**src/rtl/conv_window_controller.sv**
```systemverilog
// Sliding-window controller: walks a padded frame beat by beat and emits window descriptors.
// Define CWC_VPAD_EN to generate top/bottom pad rows; by default only columns are padded.
module conv_window_controller #(
    parameter int unsigned KER_SIZE    = 3,
    parameter int unsigned INPUT_X_DIM = 8,
    parameter int unsigned INPUT_Y_DIM = 8,
    parameter int unsigned PAD         = 1,
    parameter int unsigned STRIDE      = 1,
    parameter int unsigned CHANNELS    = 1,
    localparam int unsigned PX         = INPUT_X_DIM + 2 * PAD,
`ifdef CWC_VPAD_EN
    localparam int unsigned PY         = INPUT_Y_DIM + 2 * PAD,
`else
    localparam int unsigned PY         = INPUT_Y_DIM,
`endif
    localparam int unsigned OX         = (PX - KER_SIZE) / STRIDE + 1,
    localparam int unsigned OY         = (PY - KER_SIZE) / STRIDE + 1,
    localparam int unsigned CW         = $clog2(CHANNELS + 1),
    localparam int unsigned KW         = $clog2(KER_SIZE + 1),
    localparam int unsigned OXW        = $clog2(OX + 1),
    localparam int unsigned OYW        = $clog2(OY + 1)
) (
    input  logic                clk,
    input  logic                rst,
    input  logic                in_valid,
    output logic                in_ready,
    input  logic                win_ready,
    output logic                win_valid,
    output logic [CW-1:0]       ch_idx,
    output logic [KW-1:0]       col_ptr,
    output logic [OXW-1:0]      out_x,
    output logic [OYW-1:0]      out_y,
    output logic [KER_SIZE-1:0] left_pad_mask,
    output logic [KER_SIZE-1:0] right_pad_mask,
    output logic [KER_SIZE-1:0] top_pad_mask,
    output logic [KER_SIZE-1:0] bot_pad_mask,
    output logic                frame_done
);

    // Position counters carry STRIDE of headroom for the next-window trackers.
    localparam int unsigned GW = $clog2(PX + STRIDE);
    localparam int unsigned RW = $clog2(PY + STRIDE);

    typedef enum logic [1:0] {PAD_COL, DATA_COL, WIN_HOLD} state_t;
    localparam state_t RESET_STATE = (PAD > 0) ? PAD_COL : DATA_COL;

    state_t              state_q, state_d;
    logic [CW-1:0]       ch_q, ch_d;
    logic [GW-1:0]       g_q, g_d, xn_q, xn_d;
    logic [RW-1:0]       r_q, r_d, yn_q, yn_d;
    logic [KW-1:0]       kcol_q, kcol_d;
    logic [OXW-1:0]      ox_q, ox_d, out_x_q, out_x_d;
    logic [OYW-1:0]      oy_q, oy_d, out_y_q, out_y_d;
    logic                win_valid_q, win_valid_d;
    logic                frame_done_q, frame_done_d;
    logic [KER_SIZE-1:0] left_c, right_c, left_q, left_d, right_q, right_d;
    logic                stall, beat, ch_last, g_last, r_last, qualify, pad_d;

    function automatic logic col_is_pad(input logic [GW-1:0] g);
        return (32'(g) < PAD) || (32'(g) >= PAD + INPUT_X_DIM);
    endfunction

    // Window column g-K+1+i is pad; offset by K to stay unsigned.
    for (genvar i = 0; i < KER_SIZE; i++) begin : g_hmask
        assign left_c[i]  = (32'(g_q) + 32'(i) + 32'd1) < (PAD + KER_SIZE);
        assign right_c[i] = (32'(g_q) + 32'(i) + 32'd1) >= (PAD + INPUT_X_DIM + KER_SIZE);
    end

`ifdef CWC_VPAD_EN
    logic [KER_SIZE-1:0] top_c, bot_c, top_q, top_d, bot_q, bot_d;

    function automatic logic row_is_pad(input logic [RW-1:0] r);
        return (32'(r) < PAD) || (32'(r) >= PAD + INPUT_Y_DIM);
    endfunction

    for (genvar i = 0; i < KER_SIZE; i++) begin : g_vmask
        assign top_c[i] = (32'(r_q) + 32'(i) + 32'd1) < (PAD + KER_SIZE);
        assign bot_c[i] = (32'(r_q) + 32'(i) + 32'd1) >= (PAD + INPUT_Y_DIM + KER_SIZE);
    end

    always_comb begin
        top_d = top_q;
        bot_d = bot_q;
        if (qualify) begin
            top_d = top_c;
            bot_d = bot_c;
        end
    end

    always_ff @(posedge clk or posedge rst) begin
        if (rst) begin
            top_q <= '0;
            bot_q <= '0;
        end else begin
            top_q <= top_d;
            bot_q <= bot_d;
        end
    end

    assign top_pad_mask = top_q;
    assign bot_pad_mask = bot_q;
`else
    assign top_pad_mask = '0;
    assign bot_pad_mask = '0;
`endif

    // Next-state, stream counters and window descriptor.
    always_comb begin
        stall    = win_valid_q && !win_ready;
        beat     = !stall && ((state_q == PAD_COL) || ((state_q == DATA_COL) && in_valid));
        ch_last  = (ch_q == CW'(CHANNELS - 1));
        g_last   = (g_q == GW'(PX - 1));
        r_last   = (r_q == RW'(PY - 1));
        qualify  = beat && ch_last && (g_q == xn_q) && (r_q == yn_q);
        in_ready = (state_q == DATA_COL) && !stall;

        ch_d         = ch_q;
        g_d          = g_q;
        r_d          = r_q;
        kcol_d       = kcol_q;
        xn_d         = xn_q;
        ox_d         = ox_q;
        yn_d         = yn_q;
        oy_d         = oy_q;
        win_valid_d  = win_valid_q;
        out_x_d      = out_x_q;
        out_y_d      = out_y_q;
        left_d       = left_q;
        right_d      = right_q;
        frame_done_d = beat && ch_last && g_last && r_last;

        if (beat) begin
            ch_d = ch_q + CW'(1);
            if (ch_last) begin
                ch_d   = '0;
                g_d    = g_q + GW'(1);
                kcol_d = (kcol_q == KW'(KER_SIZE - 1)) ? '0 : kcol_q + KW'(1);
                if (g_q == xn_q) begin
                    xn_d = xn_q + GW'(STRIDE);
                    ox_d = ox_q + OXW'(1);
                end
                if (g_last) begin
                    g_d    = '0;
                    kcol_d = '0;
                    xn_d   = GW'(KER_SIZE - 1);
                    ox_d   = '0;
                    r_d    = r_q + RW'(1);
                    if (r_q == yn_q) begin
                        yn_d = yn_q + RW'(STRIDE);
                        oy_d = oy_q + OYW'(1);
                    end
                    if (r_last) begin
                        r_d  = '0;
                        yn_d = RW'(KER_SIZE - 1);
                        oy_d = '0;
                    end
                end
            end
        end

        if (qualify) begin
            win_valid_d = 1'b1;
            out_x_d     = ox_q;
            out_y_d     = oy_q;
            left_d      = left_c;
            right_d     = right_c;
        end else if (win_valid_q && win_ready) begin
            win_valid_d = 1'b0;
        end

`ifdef CWC_VPAD_EN
        pad_d = col_is_pad(g_d) || row_is_pad(r_d);
`else
        pad_d = col_is_pad(g_d);
`endif
        if (stall) begin
            state_d = WIN_HOLD;
        end else if (pad_d) begin
            state_d = PAD_COL;
        end else begin
            state_d = DATA_COL;
        end
    end

    always_ff @(posedge clk or posedge rst) begin
        if (rst) begin
            state_q      <= RESET_STATE;
            ch_q         <= '0;
            g_q          <= '0;
            r_q          <= '0;
            kcol_q       <= '0;
            xn_q         <= GW'(KER_SIZE - 1);
            ox_q         <= '0;
            yn_q         <= RW'(KER_SIZE - 1);
            oy_q         <= '0;
            win_valid_q  <= 1'b0;
            out_x_q      <= '0;
            out_y_q      <= '0;
            left_q       <= '0;
            right_q      <= '0;
            frame_done_q <= 1'b0;
        end else begin
            state_q      <= state_d;
            ch_q         <= ch_d;
            g_q          <= g_d;
            r_q          <= r_d;
            kcol_q       <= kcol_d;
            xn_q         <= xn_d;
            ox_q         <= ox_d;
            yn_q         <= yn_d;
            oy_q         <= oy_d;
            win_valid_q  <= win_valid_d;
            out_x_q      <= out_x_d;
            out_y_q      <= out_y_d;
            left_q       <= left_d;
            right_q      <= right_d;
            frame_done_q <= frame_done_d;
        end
    end

    assign win_valid      = win_valid_q;
    assign ch_idx         = ch_q;
    assign col_ptr        = kcol_q;
    assign out_x          = out_x_q;
    assign out_y          = out_y_q;
    assign left_pad_mask  = left_q;
    assign right_pad_mask = right_q;
    assign frame_done     = frame_done_q;

endmodule

```
**config.mk**
```make
export PLATFORM = sky130hd
export DESIGN_NAME = conv_window_controller
export DESIGN_NICKNAME = d
export VERILOG_FILES = /design/src/rtl/conv_window_controller.sv
export SDC_FILE = /design/constraint.sdc
export NUM_CORES = 1
export LEC_CHECK = 0
export ABC_AREA = 1
export ABC_CLOCK_PERIOD_IN_PS = 2300
export CAP_MARGIN = 10
export CELL_PAD_IN_SITES_DETAIL_PLACEMENT = 0
export CELL_PAD_IN_SITES_GLOBAL_PLACEMENT = 1
export CORE_ASPECT_RATIO = 1.75
export CORE_MARGIN = 2
export CORE_UTILIZATION = 41
export DETAILED_ROUTE_END_ITERATION = 8
export GPL_ROUTABILITY_DRIVEN = 0
export GPL_TIMING_DRIVEN = 0
export HOLD_SLACK_MARGIN = 0.02
export PLACE_DENSITY_LB_ADDON = 0.1
export SYNTH_ARGS = -nofsm -noshare
export SYNTH_HDL_FRONTEND = slang
export SYNTH_SLANG_ARGS = --single-unit
```
**constraint.sdc**
```tcl
create_clock -name clk -period 2.3 [get_ports clk]
set_clock_uncertainty 0.05 [all_clocks]
set_input_delay 0.46 -clock clk [delete_from_list [all_inputs] [get_ports clk]]
set_output_delay 0.46 -clock clk [all_outputs]
set_load 0.01 [all_outputs]
```
==> results of run 1 <==
==> flip-flops by register name, summed over array words and instances, names as in the netlist <==
register / count
out_x: 4
g_q: 4
ox_q: 4
frame_done: 1
state_q: 2
yn_q: 4
right_pad_mask: 3
col_ptr: 2
r_q: 4
left_pad_mask: 3
win_valid: 1
out_y: 3
oy_q: 3
xn_q: 4
==> stage by stage <==
stage / hold WS (ns) / utilization [%] / area, um2 / power (uW)
finish: 0.283 / 50.5 / 2940 / 3250
detailed placement: 0.415 / 48.0 / 2800 / 2550
floorplan: 0.418 / - / 2470 / 2170
CTS: 0.275 / 50.4 / 2940 / 3290
global placement: 0.414 / 47.6 / 2780 / 2530
global route: 0.301 / 50.5 / 2940 / 3560
==> report_power, final <==
group,internal [uW],switching [uW]
Combinational,539,884
Sequential,901,189
Clock,463,273
Total,1900,1350
==> Yosys cell counts, drive strengths merged <==
library cell,number
or2,1
a31oi,1
conb,1
xnor2,2
nand3,33
dfstp,2
nand4,2
o21ai,12
inv,29
xor2,8
a21oi,6
ha,11
nand2,125
nor2,26
nand3b,1
dfrtp,40
nor3,3
buf,11
==> how the worst max path moves through the flow <==
stage / from / endpoint / cells after the start
floorplan: g_q[1] / yn_q[1] / 8
global placement: rst / col_ptr[1] / 2
CTS: g_q[1] / yn_q[1] / 8
global route: g_q[1] / state_q[0] / 11
finish: g_q[1] / state_q[0] / 10
detailed placement: win_ready / yn_q[1] / 9
==> what timing repair did <==
| action | 4_1_cts | 5_1_grt |
|---|---|---|
| resized for setup | 1 | 1 |
| endpoints found under the setup margin | 1 | 5 |
| cloned | 0 | 0 |
==> area by class of cell <==
| class | instances | area share (%) |
|---|---|---|
| Buffer | 11 | 3.19 |
| Multi-Input combinational cell | 238 | 41.3 |
| Clock inverter | 2 | 2.04 |
| Clock buffer | 6 | 2.81 |
| Inverter | 29 | 3.78 |
| Tap cell | 78 | 3.32 |
| Timing Repair Buffer | 22 | 7.78 |
| Sequential cell | 42 | 35.8 |
==> per-layer routing <==
metal,track usage (%),vias to the layer above
met3,2.75,7
met2,34.1,17
li1,-,1044
met1,19.4,928
met4,7.78,0
met5,0,-
==> critical path: stages, from the launching register on <==
cell,delay (ns)
sky130_fd_sc_hd__dfrtp_1,0.49
sky130_fd_sc_hd__inv_1,0.19
sky130_fd_sc_hd__ha_1,0.24
sky130_fd_sc_hd__nand2_1,0.07
sky130_fd_sc_hd__nor2_1,0.37
sky130_fd_sc_hd__nor2_1,0.11
sky130_fd_sc_hd__o21ai_0,0.18
sky130_fd_sc_hd__nand2_1,0.08
sky130_fd_sc_hd__nand2_1,0.07
sky130_fd_sc_hd__nand2_1,0.04
sky130_fd_sc_hd__nor2_1,0.09
==> cells by family (layout without fill, tap and decap cells) <==
family                     after synthesis  in the layout  synth area share [%]
and+or+nand+nor                        191            191                  35.3
DFF                                     42             42                  43.0
buffers and inverters                   40             70                  8.38
AOI/OAI and AO/OA                       19             19                  3.93
adders and majority gates               11             11                  5.62
xor gates and xnor gates                10             10                  3.58
other                                    1              7                 0.153
==> implementation parameters, run 1 <==
Parameter                              Value

Power and ir drop
  Peak supply drop    0.592 mV
  Leak Pwr    0.00161 uW
  Cell Pwr Density    1100 nW/um2

Worst setup path
  Worst Setup End Kind    flop
  Startpoint of the worst-slack reg-to-reg timing path    g_q[1]
  Arrival time reported for the critical path endpoint    2.22 ns
  Maximum fanout encountered on the critical timing path    7
  Cell count of the worst reg-to-reg path    10
  Critical path class    reg -> reg
  RR Endpoint    state_q[0]
  Type of element launching the critical path    flop
  Worst R2R Setup Slack    0.26 ns
  Data required time of the worst path    2.48 ns

Layout
  Number of nets in the layout    364
  Filler cells    644
  Ratio of cells with drive above 1 in the final layout    13.1%
  Leading cell type in the layout, fill and taps excluded    sky130_fd_sc_hd__nand2_1
  Commonest cells after routing, fill and taps aside    sky130_fd_sc_hd__nand2_1, sky130_fd_sc_hd__dfrtp_1, sky130_fd_sc_hd__nand3_1
  Register area    1050 um2
  Number of diodes    0
  Area added between synthesis and finish    20.2%
  Fin cells    428
  Area of the multi-input gates    1210 um2

Floorplanning
  FP Rows    37
  Die width    62.4 um
  Core Footprint    5830 um2
  Initial Util    42.0%
  Die height    106 um
  Number of top-level pins    29
  Total die area    6630 um2

Placement
  DP Worst Slack    -0.0666 ns
  Port Buffers    21
  Instance count after placement with tap cells included    420
  Detailed Place HPWL    3990 um

Yosys
  Synthesis warning total    0
  Most area-consuming cells after synthesis    sky130_fd_sc_hd__dfrtp_1, sky130_fd_sc_hd__nand2_1, sky130_fd_sc_hd__nand3_1, sky130_fd_sc_hd__ha_1, sky130_fd_sc_hd__inv_1
  Mapped Avg Cell Area    7.80 um2
  Largest area contributor in the netlist    sky130_fd_sc_hd__dfrtp_1
  Post-synthesis register bit count    42
  Cells after synthesis    314
  Netlist Area Pre-Place    2450 um2
  Sequential element share of the synthesized area    43.0%
  Synth unique cells    28
  Area share of the largest cell type after synthesis    40.9%

STA
  Min Tclk post-route    2.04 ns
  Final worst setup slack    0.260 ns
  Final Max Slew Viols    0
  Number of failing hold endpoints at the final stage    0
  Fraction of the cycle the final worst path needs    88.7%
  Max frequency    0.490 GHz
  Unrepaired setup endpoints after global routing    no
  Finish-stage setup viols    0
  Setup tns final    0 ns

CTS
  Number of clock sinks    42
  Root buffer cell    sky130_fd_sc_hd__clkbuf_8
  H-Tree Depth    2
  CTS Buf Count    5
  Post CTS Setup Buffer Count    0
  Later-pin clock latency in the skew report    0.29 ns
  Largest buffer count on any clock path    2
  Post-cts hold buffer count    0
  Clock tree from TritonCTS    yes
  Clock Pin Slew Worst Setup and Hold Paths    0.09 ns

Route
  Antenna violation net count after detailed routing    0
  Total Routed Length    5300 um
  Vias per std cell    4.66
  Drt initial violations    67
  Vias after detailed routing    1,996
  Post-detailed-route DRC marker count    0
  Router iterations before antenna repair    4
  Metal3 WL    102 um
  Met1 wire length    2160 um
  Max Used Layer    met4
  Metal2 WL    2950 um
  Drt wl/cell    12.4 um

Status
  Outcome    completed

Global routing
  Pin count of the biggest net entering global routing    40
  Antenna violations before repair    0
  Via count of the first global-routing pass    2,025
  Global Route Usage Sum    18.0%
  Global-route wire length before repair    9450 um
  Overflow left after global routing    0

Run
  Count of max-cap constraint violations    0

Worst hold path
  Tightest Hold Check Type    in -> async
Note: power is estimated with default switching activity, not from simulation.
==> run 2, diff against run 1 <==
--- a/config.mk
+++ b/config.mk
@@ -8,11 +8,11 @@
 export ABC_AREA = 1
 export ABC_CLOCK_PERIOD_IN_PS = 2300
 export CAP_MARGIN = 10
-export CELL_PAD_IN_SITES_DETAIL_PLACEMENT = 0
-export CELL_PAD_IN_SITES_GLOBAL_PLACEMENT = 1
+export CELL_PAD_IN_SITES_DETAIL_PLACEMENT = 1
+export CELL_PAD_IN_SITES_GLOBAL_PLACEMENT = 2
 export CORE_ASPECT_RATIO = 1.75
 export CORE_MARGIN = 2
-export CORE_UTILIZATION = 41
+export CORE_UTILIZATION = 33
 export DETAILED_ROUTE_END_ITERATION = 8
 export GPL_ROUTABILITY_DRIVEN = 0
 export GPL_TIMING_DRIVEN = 0
==> implementation parameters, run 2 (same netlist as run 1, synthesis figures left out) <==
Parameter                              Value

Status
  Outcome    completed

Worst setup path
  Data required time of the worst path    2.48 ns (about the same)
  Arrival time reported for the critical path endpoint    2.24 ns (+0.02 ns)
  Critical path class    reg -> reg
  Type of element launching the critical path    flop
  Maximum fanout encountered on the critical timing path    9 (+2)
  Worst Setup End Kind    flop

Floorplanning
  Number of top-level pins    29 (unchanged)
  Die width    69.1 um (+11%)
  Initial Util    34.1% (-7.9 points)
  Die height    118 um (+11%)
  Core Footprint    7180 um2 (+23%)
  FP Rows    41 (+11%)
  Total die area    8150 um2 (+23%)

Global routing
  Antenna violations before repair    0 (unchanged)
  Global-route wire length before repair    10,600 um (+12%)
  Via count of the first global-routing pass    2,175 (+7.4%)
  Global Route Usage Sum    16.3% (-1.7 points)
  Pin count of the biggest net entering global routing    30 (-25%)
  Overflow left after global routing    0 (unchanged)

Layout
  Fin cells    436 (+1.9%)
  Area of the multi-input gates    1220 um2 (+0.21%)
  Register area    1050 um2 (unchanged)
  Number of diodes    0 (unchanged)
  Filler cells    911 (+41%)
  Number of nets in the layout    364 (unchanged)
  Ratio of cells with drive above 1 in the final layout    13.4% (+0.29 points)
  Commonest cells after routing, fill and taps aside    sky130_fd_sc_hd__nand2_1, sky130_fd_sc_hd__dfrtp_1, sky130_fd_sc_hd__nand3_1
  Leading cell type in the layout, fill and taps excluded    sky130_fd_sc_hd__nand2_1
  Area added between synthesis and finish    21.2%

STA
  Finish-stage setup viols    0 (unchanged)
  Min Tclk post-route    2.06 ns (+0.0153 ns)
  Final Max Slew Viols    0 (unchanged)
  Max frequency    0.486 GHz (-0.74%)
  Unrepaired setup endpoints after global routing    no
  Final worst setup slack    0.244 ns (-0.0153 ns)
  Number of failing hold endpoints at the final stage    0 (unchanged)
  Fraction of the cycle the final worst path needs    89.4% (+0.66 points)

Route
  Vias after detailed routing    2,067 (+3.6%)
  Drt wl/cell    14.2 um (+15%)
  Total Routed Length    6200 um (+17%)
  Post-detailed-route DRC marker count    0 (unchanged)
  Vias per std cell    4.74 (+1.7%)
  Antenna violation net count after detailed routing    0 (unchanged)
  Drt initial violations    68 (+1.5%)
  Router iterations before antenna repair    4 (unchanged)

CTS
  Number of clock sinks    42 (unchanged)
  Later-pin clock latency in the skew report    0.29 ns (about the same)
  Clock Pin Slew Worst Setup and Hold Paths    0.06 ns (-0.03 ns)
  CTS Buf Count    5 (unchanged)
  H-Tree Depth    2 (unchanged)
  Post-cts hold buffer count    0 (unchanged)
  Largest buffer count on any clock path    2 (unchanged)
  Root buffer cell    sky130_fd_sc_hd__clkbuf_16
  Clock tree from TritonCTS    yes

Placement
  DP Worst Slack    -0.108 ns (-0.0409 ns)
  Port Buffers    21 (unchanged)
  Detailed Place HPWL    4840 um (+21%)
  Instance count after placement with tap cells included    428 (+1.9%)

Power and ir drop
  Total power    3290 uW (+1.2%)
  Cell Pwr Density    1110 nW/um2 (+0.31%)
  Peak supply drop    0.635 mV (+7.2%)
  Leak Pwr    0.00162 uW (+0.54%)

Worst hold path
  Tightest Hold Check Type    in -> async

Run
  Count of max-cap constraint violations    0 (unchanged)
[run 2: cell count changes in the layout (fill, tap and decap cells not counted), sizes merged]
cell and delta:
clkinv +1, bufinv -2, dlygate4sd2 -1, dlymetal6s2s +1, clkinvlp +1
[run 2: stage by stage]
stage | utilization, % | hold WS, ns | TNS (ns) | cell area, um2
3_5_place_dp | 39.1 | 0.419 | -0.720 | 2810
5_1_grt | 41.3 | 0.451 | 0 | 2970
4_1_cts | 41.2 | 0.420 | 0 | 2960
6_report | 41.3 | 0.407 | 0 | 2970
3_3_place_gp | 38.8 | 0.413 | -11.70 | 2790
2_1_floorplan | - | 0.418 | 0 | 2470
[run 2: critical path, cell delays in order (launching register included)]
cell and delay [ns]:
sky130_fd_sc_hd__dfrtp_1 0.50, sky130_fd_sc_hd__inv_1 0.20, sky130_fd_sc_hd__ha_1 0.25, sky130_fd_sc_hd__nand3_4 0.15, sky130_fd_sc_hd__nor2_4 0.27, sky130_fd_sc_hd__nand2_2 0.20, sky130_fd_sc_hd__nand2_2 0.20, sky130_fd_sc_hd__o21ai_0 0.11
sky130_fd_sc_hd__nand2_1 0.07
[run 2: path summary, 6_finish.rpt]
kind / start / end / slack [ns] / depth (start not counted)
min in group clk: out_x[3] / out_x[3] / 0.43 / 2
hold reg to reg: out_x[3] / out_x[3] / 0.43 / 2
setup reg to reg: g_q[1] / yn_q[1] / 0.24 / 8
max in group asynchronous: rst / xn_q[1] / 1.25 / 3
setup / recovery: g_q[1] / yn_q[1] / 0.24 / 8
hold / removal: rst / left_pad_mask[1] / 0.41 / 2
[run 2: power breakdown]
part	total, uW	internal, uW	switching [uW]	leakage, uW
clock	728	430	298	0.0000729
combinational	1460	545	919	0.000990
sequential	1100	902	193	0.000552
[run 2: routing by layer]
layer  track usage (%)  vias up  wire length, um
met4              5.88        0              108
met2              32.3       14             3650
met3              2.83        5              123
met5                 0        -                0
met1              16.4     1009             2330
li1                  -     1039                -
[run 2: cell type report]
class	count	area share, %
inverter	29	3.75
timing repair buffer	22	7.84
sequential	42	35.5
buffer	11	3.16
clock buffer	6	4.68
tap	86	3.63
multi-input combinational	238	41.0
clock inverter	2	0.422
[run 2: repair_timing]
item | 4_1_cts | 5_1_grt
gates resized for setup | 0 | 3
setup buffers | 0 | 0
setup endpoints to repair | 0 | 4
==> run 3, diff against run 2 <==
--- a/config.mk
+++ b/config.mk
@@ -12,12 +12,15 @@
 export CELL_PAD_IN_SITES_GLOBAL_PLACEMENT = 2
 export CORE_ASPECT_RATIO = 1.75
 export CORE_MARGIN = 2
-export CORE_UTILIZATION = 33
+export CORE_UTILIZATION = 34
+export CTS_BUF_LIST = sky130_fd_sc_hd__clkbuf_2 sky130_fd_sc_hd__clkbuf_4 sky130_fd_sc_hd__clkbuf_8
+export CTS_CLUSTER_SIZE = 24
 export DETAILED_ROUTE_END_ITERATION = 8
 export GPL_ROUTABILITY_DRIVEN = 0
 export GPL_TIMING_DRIVEN = 0
 export HOLD_SLACK_MARGIN = 0.02
 export PLACE_DENSITY_LB_ADDON = 0.1
+export SLEW_MARGIN = 20
 export SYNTH_ARGS = -nofsm -noshare
 export SYNTH_HDL_FRONTEND = slang
 export SYNTH_SLANG_ARGS = --single-unit
==> implementation parameters, run 3 (same netlist as run 1, synthesis figures left out) <==
Parameter                              Value

STA
  Final Max Slew Viols    0 (unchanged)
  Max frequency    0.489 GHz (+0.43%)
  Setup tns final    0 ns (unchanged)
  Fraction of the cycle the final worst path needs    89.0% (-0.38 points)
  Min Tclk post-route    2.05 ns (-0.00882 ns)
  Finish-stage setup viols    0 (unchanged)
  Unrepaired setup endpoints after global routing    no
  Number of failing hold endpoints at the final stage    0 (unchanged)

Global routing
  Antenna violations before repair    0 (unchanged)
  Pin count of the biggest net entering global routing    27 (-10%)
  Global Route Usage Sum    17.8% (+1.4 points)
  Overflow left after global routing    0 (unchanged)
  Global-route wire length before repair    10,300 um (-3.0%)
  Via count of the first global-routing pass    2,092 (-3.8%)

Run
  Count of max-cap constraint violations    0 (unchanged)

Power and ir drop
  Peak supply drop    0.432 mV (-32%)
  Switching part of the total power    44.0% (+1.1 points)
  Internal    1780 uW (-5.2%)
  Fraction of power consumed by the clock network    19.3% (-2.8 points)
  Cell Pwr Density    1090 nW/um2 (-2.0%)
  NetSw    1400 uW (-0.76%)
  Leak Pwr    0.00160 uW (-1.1%)
  Comb power frac    46.3% (+1.8 points)
  Share of power burned in registers    34.3% (+1.0 points)

CTS
  Number of clock sinks    42 (unchanged)
  CTS Buf Count    5 (unchanged)
  Clock Pin Slew Worst Setup and Hold Paths    0.09 ns (+0.03 ns)
  Later-pin clock latency in the skew report    0.30 ns (about the same)
  Clock tree from TritonCTS    yes
  Post CTS Setup Buffer Count    0 (unchanged)
  H-Tree Depth    2 (unchanged)
  Root buffer cell    sky130_fd_sc_hd__clkbuf_8
  Largest buffer count on any clock path    2 (unchanged)
  Post-cts hold buffer count    0 (unchanged)
  Post_cts resized    0 (unchanged)

Worst setup path
  Worst Setup End Kind    flop
  Critical path class    reg -> reg
  Critical Path Start    g_q[1]
  Data required time of the worst path    2.50 ns (+0.02 ns)
  Maximum fanout encountered on the critical timing path    9 (unchanged)
  Cell count of the worst reg-to-reg path    8 (unchanged)
  RR Endpoint    yn_q[2]
  Type of element launching the critical path    flop
  Startpoint of the worst-slack reg-to-reg timing path    g_q[1]
  CP Capture Point    yn_q[2]
  Arrival time reported for the critical path endpoint    2.25 ns (about the same)
  Worst R2R Setup Slack    0.25 ns (about the same)

Route
  Antenna violation net count after detailed routing    0 (unchanged)
  Router iterations before antenna repair    4 (unchanged)
  Total Routed Length    6220 um (+0.18%)
  Drt wl/cell    14.3 um (+0.18%)
  Drt initial violations    70 (+2.9%)
  Vias per std cell    4.69 (-1.0%)
  Post-detailed-route DRC marker count    0 (unchanged)
  Vias after detailed routing    2,046 (-1.0%)

Placement
  Port Buffers    21 (unchanged)
  Detailed Place HPWL    4850 um (+0.30%)
  Cell area after placement    2810 um2 (unchanged)

Layout
  Final standard cell area without fillers    2930 um2 (-1.3%)
  Filler cells    880 (-3.4%)
  Leading cell type in the layout, fill and taps excluded    sky130_fd_sc_hd__nand2_1
  Commonest cells after routing, fill and taps aside    sky130_fd_sc_hd__nand2_1, sky130_fd_sc_hd__dfrtp_1, sky130_fd_sc_hd__nand3_1
  Number of diodes    0 (unchanged)
  Ratio of cells with drive above 1 in the final layout    13.4% (unchanged)
  Number of nets in the layout    364 (unchanged)
  Area added between synthesis and finish    19.7%
  Final Util    41.4% (+0.069 points)

Floorplanning
  Die height    116 um (-1.4%)
  FP Rows    41 (unchanged)
  Initial Util    34.6% (+0.49 points)
  Number of top-level pins    29 (unchanged)
  Total die area    7920 um2 (-2.8%)
  Die width    68.2 um (-1.4%)
  Core Footprint    7080 um2 (-1.4%)

Status
  Outcome    completed

Worst hold path
  Tightest Hold Check Type    in -> async
-- run 3: cell count changes in the layout (fill, tap and decap cells not counted) --
cell | before | now
sky130_fd_sc_hd__clkbuf_16 | 5 | 0
sky130_fd_sc_hd__bufinv_16 | 0 | 1
sky130_fd_sc_hd__clkbuf_4 | 0 | 1
sky130_fd_sc_hd__clkbuf_8 | 1 | 5
sky130_fd_sc_hd__clkinv_2 | 1 | 0
-- run 3: worst min-delay path by stage --
| stage | to | start | cells past startpoint |
|---|---|---|---|
| 6_report | out_y[0] | rst | 2 |
| 2_1_floorplan | out_y[1] | oy_q[1] | 2 |
| 3_3_place_gp | out_x[3] | out_x[3] | 2 |
| 3_5_place_dp | out_x[3] | out_x[3] | 2 |
| 4_1_cts | out_y[0] | rst | 2 |
| 5_1_grt | out_y[0] | rst | 2 |
-- run 3: worst max-delay path: stages (launching register included) --
cell and delay, ns:
sky130_fd_sc_hd__dfrtp_1 0.49, sky130_fd_sc_hd__inv_1 0.20, sky130_fd_sc_hd__ha_1 0.24, sky130_fd_sc_hd__nand3_4 0.15, sky130_fd_sc_hd__nor2_4 0.27, sky130_fd_sc_hd__nand2_2 0.21, sky130_fd_sc_hd__nand2_2 0.20, sky130_fd_sc_hd__nand3_1 0.10
sky130_fd_sc_hd__nand2_1 0.07
-- run 3: cell type report --
class / count / area, um2 / share of cell area (%)
Multi-Input combinational cell: 238 / 1220 / 41.5
Sequential cell: 42 / 1050 / 36.0
Buffer: 11 / 93.8 / 3.20
Inverter: 29 / 111 / 3.80
Tap cell: 86 / 108 / 3.67
Timing Repair Buffer: 22 / 233 / 7.94
Clock inverter: 2 / 37.5 / 1.28
Clock buffer: 6 / 76.3 / 2.60
-- run 3: power by group through the flow --
stage / combinational [uW] / clock (uW) / sequential [uW]
after floorplan: 1110 / 0 / 1060
after global placement: 1460 / 0 / 1110
after detailed placement: 1490 / 0 / 1110
after CTS: 1510 / 650 / 1100
after global routing: 1700 / 671 / 1120
final: 1470 / 614 / 1090
-- run 3: layer usage --
layer  wire [um]  vias up  track usage, %
met2        3650       16            34.4
met4          93        0            7.20
met3         116        6            3.08
met1        2350      980            17.8
li1            -     1044               -
met5           0        -               0
-- run 3: per-stage QoR --
| step | std cells | hold WS (ns) | setup WS [ns] | total power [uW] |
|---|---|---|---|---|
| floorplan | 320 | 0.418 | 0.653 | 2170 |
| detailed placement | 428 | 0.423 | -0.107 | 2610 |
| CTS | 436 | 0.414 | 0.00999 | 3250 |
| global placement | 427 | 0.414 | -0.281 | 2570 |
| global route | 436 | 0.438 | 0.0402 | 3490 |
| finish | 436 | 0.412 | 0.253 | 3180 |
